$ cat src/rtl/pulse_burst_gen_pkg.sv
// rtl/pulse_burst_gen_pkg.sv - shared state encoding, widths and count helpers for the pulse burst generator
package pulse_burst_gen_pkg;

    // Width of the pulse-count field and the remaining-pulse counter.
    localparam int CNT_W = 3;
    // Width of the HIGH/LOW phase timer (phase lengths 1..15).
    localparam int TMR_W = 4;
    // A count field of all zeros requests the maximum burst of 8 pulses.
    localparam bit COUNT_ZERO_MEANS_8 = 1'b1;

    typedef enum logic [1:0] {
        ST_IDLE = 2'd0,
        ST_HIGH = 2'd1,
        ST_LOW  = 2'd2,
        ST_DONE = 2'd3
    } state_t;

    // Number of pulses a stored count value stands for.
    function automatic logic [CNT_W:0] pulses_from_count(input logic [CNT_W-1:0] c);
        if (COUNT_ZERO_MEANS_8 && (c == '0)) begin
            return (CNT_W+1)'(8);
        end
        return {1'b0, c};
    endfunction

endpackage

$ cat src/rtl/pulse_burst_gen_down_counter3.sv
// rtl/pulse_burst_gen_down_counter3.sv - remaining-pulse down counter for the burst generator
//
// Ports:
//   clk_i         clock, rising edge
//   nreset_i      asynchronous active-low reset, clears the count
//   clr_i         synchronous clear (highest priority)
//   load_i        load load_val_i
//   load_val_i    count to load (0 stands for 8)
//   dec_i         decrement by one (8, stored as 0, steps to 7)
//   count_o       current stored count
//   dec_to_zero_o zero flag of the decremented value: the next decrement ends the burst
module down_counter3
    import pulse_burst_gen_pkg::*;
(
    input  logic             clk_i,
    input  logic             nreset_i,
    input  logic             clr_i,
    input  logic             load_i,
    input  logic [CNT_W-1:0] load_val_i,
    input  logic             dec_i,
    output logic [CNT_W-1:0] count_o,
    output logic             dec_to_zero_o
);

    logic [CNT_W-1:0] count_q;
    logic [CNT_W-1:0] count_d;

    always_comb begin
        count_d = count_q;
        if (clr_i) begin
            count_d = '0;
        end else if (load_i) begin
            count_d = load_val_i;
        end else if (dec_i) begin
            // Natural modulo-8 wrap turns a stored 0 (meaning 8) into 7.
            count_d = count_q - CNT_W'(1);
        end
    end

    always_ff @(posedge clk_i or negedge nreset_i) begin
        if (!nreset_i) begin
            count_q <= '0;
        end else begin
            count_q <= count_d;
        end
    end

    assign count_o       = count_q;
    assign dec_to_zero_o = (pulses_from_count(count_q) == (CNT_W+1)'(1));

endmodule

$ cat src/rtl/pulse_burst_gen.sv
// rtl/pulse_burst_gen.sv - programmable burst of 1..8 registered pulses with abort and done strobe
//
// Ports:
//   clk_i        clock, rising edge
//   nreset_i     asynchronous active-low reset
//   start_i      request a burst, taken only while ready_o is high
//   count_i      pulses per burst (0 means 8)
//   abort_i      synchronous abort of a running burst
//   ready_o      high in IDLE only
//   pulse_o      registered pulse train
//   remaining_o  pulses not yet completed (8 reported as 0)
//   done_o       one-cycle strobe when the last low phase completes
module pulse_burst_gen
    import pulse_burst_gen_pkg::*;
#(
    parameter int unsigned HIGH_CYCLES = 1,
    parameter int unsigned LOW_CYCLES  = 1
) (
    input  logic             clk_i,
    input  logic             nreset_i,
    input  logic             start_i,
    input  logic [CNT_W-1:0] count_i,
    input  logic             abort_i,
    output logic             ready_o,
    output logic             pulse_o,
    output logic [CNT_W-1:0] remaining_o,
    output logic             done_o
);

    localparam logic [TMR_W-1:0] HIGH_LOAD = TMR_W'(HIGH_CYCLES);
    localparam logic [TMR_W-1:0] LOW_LOAD  = TMR_W'(LOW_CYCLES);
    localparam logic [TMR_W-1:0] TMR_LAST  = TMR_W'(1);

    state_t           state_q;
    logic [TMR_W-1:0] timer_q;
    logic             pulse_q;
    logic             done_q;

    logic             busy;
    logic             abort_busy;
    logic             timer_expired;
    logic             cnt_load;
    logic             cnt_dec;
    logic             last_pulse;

    assign busy          = (state_q != ST_IDLE);
    assign abort_busy    = abort_i && busy;
    assign timer_expired = (timer_q == TMR_LAST);
    // Abort beats start even in IDLE.
    assign cnt_load      = (state_q == ST_IDLE) && start_i && !abort_i;
    assign cnt_dec       = (state_q == ST_LOW) && timer_expired && !abort_i;

    down_counter3 u_remaining (
        .clk_i         (clk_i),
        .nreset_i      (nreset_i),
        .clr_i         (abort_busy),
        .load_i        (cnt_load),
        .load_val_i    (count_i),
        .dec_i         (cnt_dec),
        .count_o       (remaining_o),
        .dec_to_zero_o (last_pulse)
    );

    // pulse_q is registered from the state, so it lags the state by one
    // clock: a HIGH state entered at the start edge drives pulse_o high from
    // the following edge, for exactly HIGH_CYCLES clocks.
    always_ff @(posedge clk_i or negedge nreset_i) begin
        if (!nreset_i) begin
            state_q <= ST_IDLE;
            timer_q <= '0;
            pulse_q <= 1'b0;
            done_q  <= 1'b0;
        end else begin
            pulse_q <= (state_q == ST_HIGH) && !abort_i;
            done_q  <= 1'b0;
            if (abort_busy) begin
                state_q <= ST_IDLE;
                timer_q <= '0;
            end else begin
                case (state_q)
                    ST_IDLE: begin
                        if (start_i && !abort_i) begin
                            state_q <= ST_HIGH;
                            timer_q <= HIGH_LOAD;
                        end
                    end
                    ST_HIGH: begin
                        if (timer_expired) begin
                            state_q <= ST_LOW;
                            timer_q <= LOW_LOAD;
                        end else begin
                            timer_q <= timer_q - TMR_LAST;
                        end
                    end
                    ST_LOW: begin
                        if (timer_expired) begin
                            if (last_pulse) begin
                                state_q <= ST_DONE;
                                timer_q <= '0;
                                done_q  <= 1'b1;
                            end else begin
                                state_q <= ST_HIGH;
                                timer_q <= HIGH_LOAD;
                            end
                        end else begin
                            timer_q <= timer_q - TMR_LAST;
                        end
                    end
                    ST_DONE: begin
                        state_q <= ST_IDLE;
                    end
                    default: begin
                        state_q <= ST_IDLE;
                        timer_q <= '0;
                    end
                endcase
            end
        end
    end

    assign ready_o = (state_q == ST_IDLE);
    assign pulse_o = pulse_q;
    assign done_o  = done_q;

endmodule

$ cat config.mk
export PLATFORM = sky130hd
export DESIGN_NAME = pulse_burst_gen
export DESIGN_NICKNAME = d
export VERILOG_FILES = /design/src/rtl/pulse_burst_gen_pkg.sv /design/src/rtl/pulse_burst_gen_down_counter3.sv /design/src/rtl/pulse_burst_gen.sv
export SDC_FILE = /design/constraint.sdc
export NUM_CORES = 1
export LEC_CHECK = 0
export BUFFER_PORTS_ARGS = -buffer_cell sky130_fd_sc_hd__buf_2
export CORE_MARGIN = 4
export CORE_UTILIZATION = 53
export CTS_BUF_LIST = sky130_fd_sc_hd__clkbuf_8 sky130_fd_sc_hd__clkbuf_16
export CTS_CLUSTER_DIAMETER = 120
export DETAILED_ROUTE_END_ITERATION = 12
export GPL_TIMING_DRIVEN = 0
export PLACE_DENSITY = 0.76
export SLEW_MARGIN = 20
export SYNTH_ARGS = -nofsm -noshare
export SYNTH_HDL_FRONTEND = slang
export SYNTH_SLANG_ARGS = --single-unit
$ cat constraint.sdc
create_clock -name clk_i -period 2.2 [get_ports clk_i]
set_clock_uncertainty 0.15 [all_clocks]
set_input_delay 0 -clock clk_i [delete_from_list [all_inputs] [get_ports clk_i]]
set_output_delay 0 -clock clk_i [all_outputs]
set_load 0.05 [all_outputs]
==> impl_metrics.env <==
export IMPL_num_rows=13
export IMPL_num_vias=673
export IMPL_maxCapViolCount=0
export IMPL_grt_antenna_before_repair=0
export IMPL_cpLargestDelayFamily="simple AND/OR/NAND/NOR gates"
export IMPL_p_switching_uw=608
export IMPL_failing_checks="hold timing"
export IMPL_seq_area_frac_synth=0.361
export IMPL_reg2reg_from="state_q[0]"
export IMPL_root_buffer="sky130_fd_sc_hd__clkbuf_8"
export IMPL_postSynthCellCount=81
export IMPL_first_global_vias=689
export IMPL_final_std_cell_area_no_fill_sq_um=943
export IMPL_placedInstanceArea_sq_um=843
export IMPL_status="complete, but fails checks"
export IMPL_max_clock_freq_mhz=506
export IMPL_totalWireLength_mm=1.59
export IMPL_worst_ep_arrival_time_ps=1990
export IMPL_nets=117
export IMPL_worst_ep_required_time_ps=2210
export IMPL_die_area_sq_um=2110
export IMPL_fin_setup_tns_ps=0
export IMPL_sw_frac_of_total=0.472
export IMPL_vias_per_cell=5.75
export IMPL_power_report_internal_total_uw=679
export IMPL_most_common_cell_after_layout_fill_and_taps_aside="sky130_fd_sc_hd__buf_2"
export IMPL_antenna_left=0
export IMPL_final_layout_size_suffix_gt1_frac=0.245
export IMPL_tritoncts="yes"
export IMPL_start_util=0.571
export IMPL_detailedRoute_firstIterationViolations=13
export IMPL_io_buffers=12
export IMPL_peakVddDrop_v=0.000809
export IMPL_global_route_usage_total=0.186
export IMPL_ctsLongestPathBuffers=2
export IMPL_hold_path_startpoint="start_i"
export IMPL_grt_start_max_net_pins=12
export IMPL_synth_net_count=95
export IMPL_critical_path_class="reg2reg"
export IMPL_synth_cell_types=35
export IMPL_crit_path_max_fanout=10
export IMPL_end_kind="register"
export IMPL_cts_clk_slew_worst_paths_ps=50
export IMPL_route_detailed_wl_per_inst_um=13.6
export IMPL_synth_seq_cells=11
export IMPL_cp_slowest_cell="sky130_fd_sc_hd__dfrtp_1"
export IMPL_pin_count=13
export IMPL_report_final_setup_viol=0
export IMPL_path_cells="inv_1, ha_2, buf_2, nand3b_1, o21ai_2, or3b_1, o21ai_0"
export IMPL_layout_area_overhead_vs_synth_pct=23.8
export IMPL_drt_pre_antenna_iters=4
export IMPL_dp_hpwl_mm=1.17
export IMPL_fin_crit_sh=0.899
export IMPL_dieWidth_um=45.9
export IMPL_clock_power_share=0.153
export IMPL_first_pass_grt_wire_length_mm=2.86
export IMPL_design_core_area_sq_um=1330
export IMPL_syn_area_sq_um=762
export IMPL_synth_warnings=0
export IMPL_cts_made_buffers=3
export IMPL_finalWeightedCongestion=0.719
export IMPL_cpPeakStageDelay_ps=410
export IMPL_rsz0062_at_grt="no"
export IMPL_timing_slew_headroom=0.667
export IMPL_comb_power_share=0.580
export IMPL_synth_edff_count=0
export IMPL_crit_path_start="state_q[0]"
export IMPL_cts_sinks=11
export IMPL_yosys_most_used_dff="sky130_fd_sc_hd__dfrtp_1"
export IMPL_clock_latency_ps=240
export IMPL_holdCritPathClass="in2reg"
export IMPL_route_detailed_drc=0
export IMPL_power_density_normalized_to_cell_area_nw_per_um2=1360
export IMPL_final_max_slew_viol_count=0
export IMPL_min_period_ps=1980
export IMPL_critPathBufInv=2
export IMPL_fillerInstances=107
export IMPL_synth_async_reset_ratio=1.00
export IMPL_worst_setup_path_start_kind="register"
export IMPL_clock_tree_htree_level_count=1
export IMPL_seqPwrFrac=0.267
export IMPL_dieHeight_um=45.9
export IMPL_mostFrequentLayoutCells="sky130_fd_sc_hd__buf_2, sky130_fd_sc_hd__dfrtp_1, sky130_fd_sc_hd__inv_1"
export IMPL_hold_viol=1
export IMPL_syn_area_cell_sq_um=9.41
export IMPL_antennaDiodeCount=0
export IMPL_worst_hold_slack_after_final_layout_ps=-0.567
export IMPL_globalRoute_totalOverflow=0
export IMPL_power_static_leakage_nw=0.447
export IMPL_max_slew_worst_pin_slew_ps=498
final timing paths:
check / endpoint / depth (start not counted) / slack (ps)
max: timer_q[1] / 7 / 220
min: timer_q[0] / 4 / -0.6
max reg2reg: timer_q[1] / 7 / 220
min reg2reg: timer_q[3] / 1 / 390
max in group asynchronous: timer_q[3] / 2 / 1680
min in group asynchronous: state_q[0] / 2 / 10
power groups by stage:
stage               registers [mW]  logic, mW  clock network, mW
floorplan                    0.435      0.481                  0
detailed placement           0.346      0.727                  0
global placement             0.340      0.707                  0
finish                       0.343      0.746              0.197
CTS                          0.344      0.740              0.198
global route                 0.352      0.834              0.208
worst min-delay path: cells and delay by family:
family          cells  cell delay (ps)
buf+inv             1              130
simple gates        2              130
compound gates      1               70
kinds of logic (layout without fill, tap and decap cells):
kind of cell | count (synthesis) | in the layout | share of synthesized area
AO/OA/AOI/OAI | 20 | 20 | 0.169
multiplexers | 3 | 3 | 0.0411
flip-flops | 11 | 11 | 0.361
XOR/XNOR | 2 | 2 | 0.0230
AND/OR/NAND/NOR | 26 | 26 | 0.218
adder cells (fa/ha/maj) | 7 | 7 | 0.115
buffers and inverters | 12 | 33 | 0.0722
layer usage:
layer	global-route usage	routed length, um
met5	0	0
met4	0.0398	15
met3	0.0672	114
met2	0.308	778
met1	0.230	684
repair_timing:
item / CTS / global route
hold endpoints to repair: 16 / 0
hold buffers: 5 / 0
gates resized for setup: 0 / 3
setup endpoints to repair: 0 / 3
buffers inserted: 0 / 0
registers in the layout (all words and copies together), names as in the netlist:
signal               count
u_remaining.count_o      3
timer_q                  4
state_q                  2
done_o                   1
pulse_o                  1
cell type report:
| class | count | area, sq um | share of cell area |
|---|---|---|---|
| multi-input combinational | 58 | 439 | 0.466 |
| sequential | 11 | 275 | 0.292 |
| timing repair buffer | 17 | 110 | 0.117 |
| clock buffer | 3 | 41.3 | 0.0438 |
| inverter | 9 | 33.8 | 0.0358 |
| buffer | 3 | 21.3 | 0.0225 |
| tap | 15 | 18.8 | 0.0199 |
| clock inverter | 1 | 3.75 | 0.00398 |
metrics by stage:
| step | utilization | hold WS, ps | worst slack [ps] | power [mW] | std cells |
|---|---|---|---|---|---|
| after detailed placement | 0.632 | -264 | 166 | 1.07 | 108 |
| after CTS | 0.704 | 0.889 | 131 | 1.28 | 117 |
| after global routing | 0.707 | 16.5 | 28.0 | 1.39 | 117 |
| final | 0.707 | -0.567 | 222 | 1.29 | 117 |
| after global placement | 0.632 | -265 | 178 | 1.05 | 108 |
| after floorplan | - | -446 | 157 | 0.916 | 81 |
synthesized netlist by cell type (2+ instances only):
master | number | share of area
sky130_fd_sc_hd__mux2i_1 | 2 | 0.026
sky130_fd_sc_hd__inv_1 | 9 | 0.044
sky130_fd_sc_hd__nand2b_1 | 4 | 0.033
sky130_fd_sc_hd__ha_1 | 7 | 0.11
sky130_fd_sc_hd__dfrtp_1 | 11 | 0.36
sky130_fd_sc_hd__o21ai_0 | 7 | 0.046
sky130_fd_sc_hd__nand3b_1 | 2 | 0.020
sky130_fd_sc_hd__a21oi_1 | 2 | 0.013
sky130_fd_sc_hd__o22ai_1 | 2 | 0.016
sky130_fd_sc_hd__nor2_1 | 4 | 0.020
sky130_fd_sc_hd__a31oi_1 | 2 | 0.016
sky130_fd_sc_hd__nand2_1 | 6 | 0.030
(Power assumes the default switching activity.)
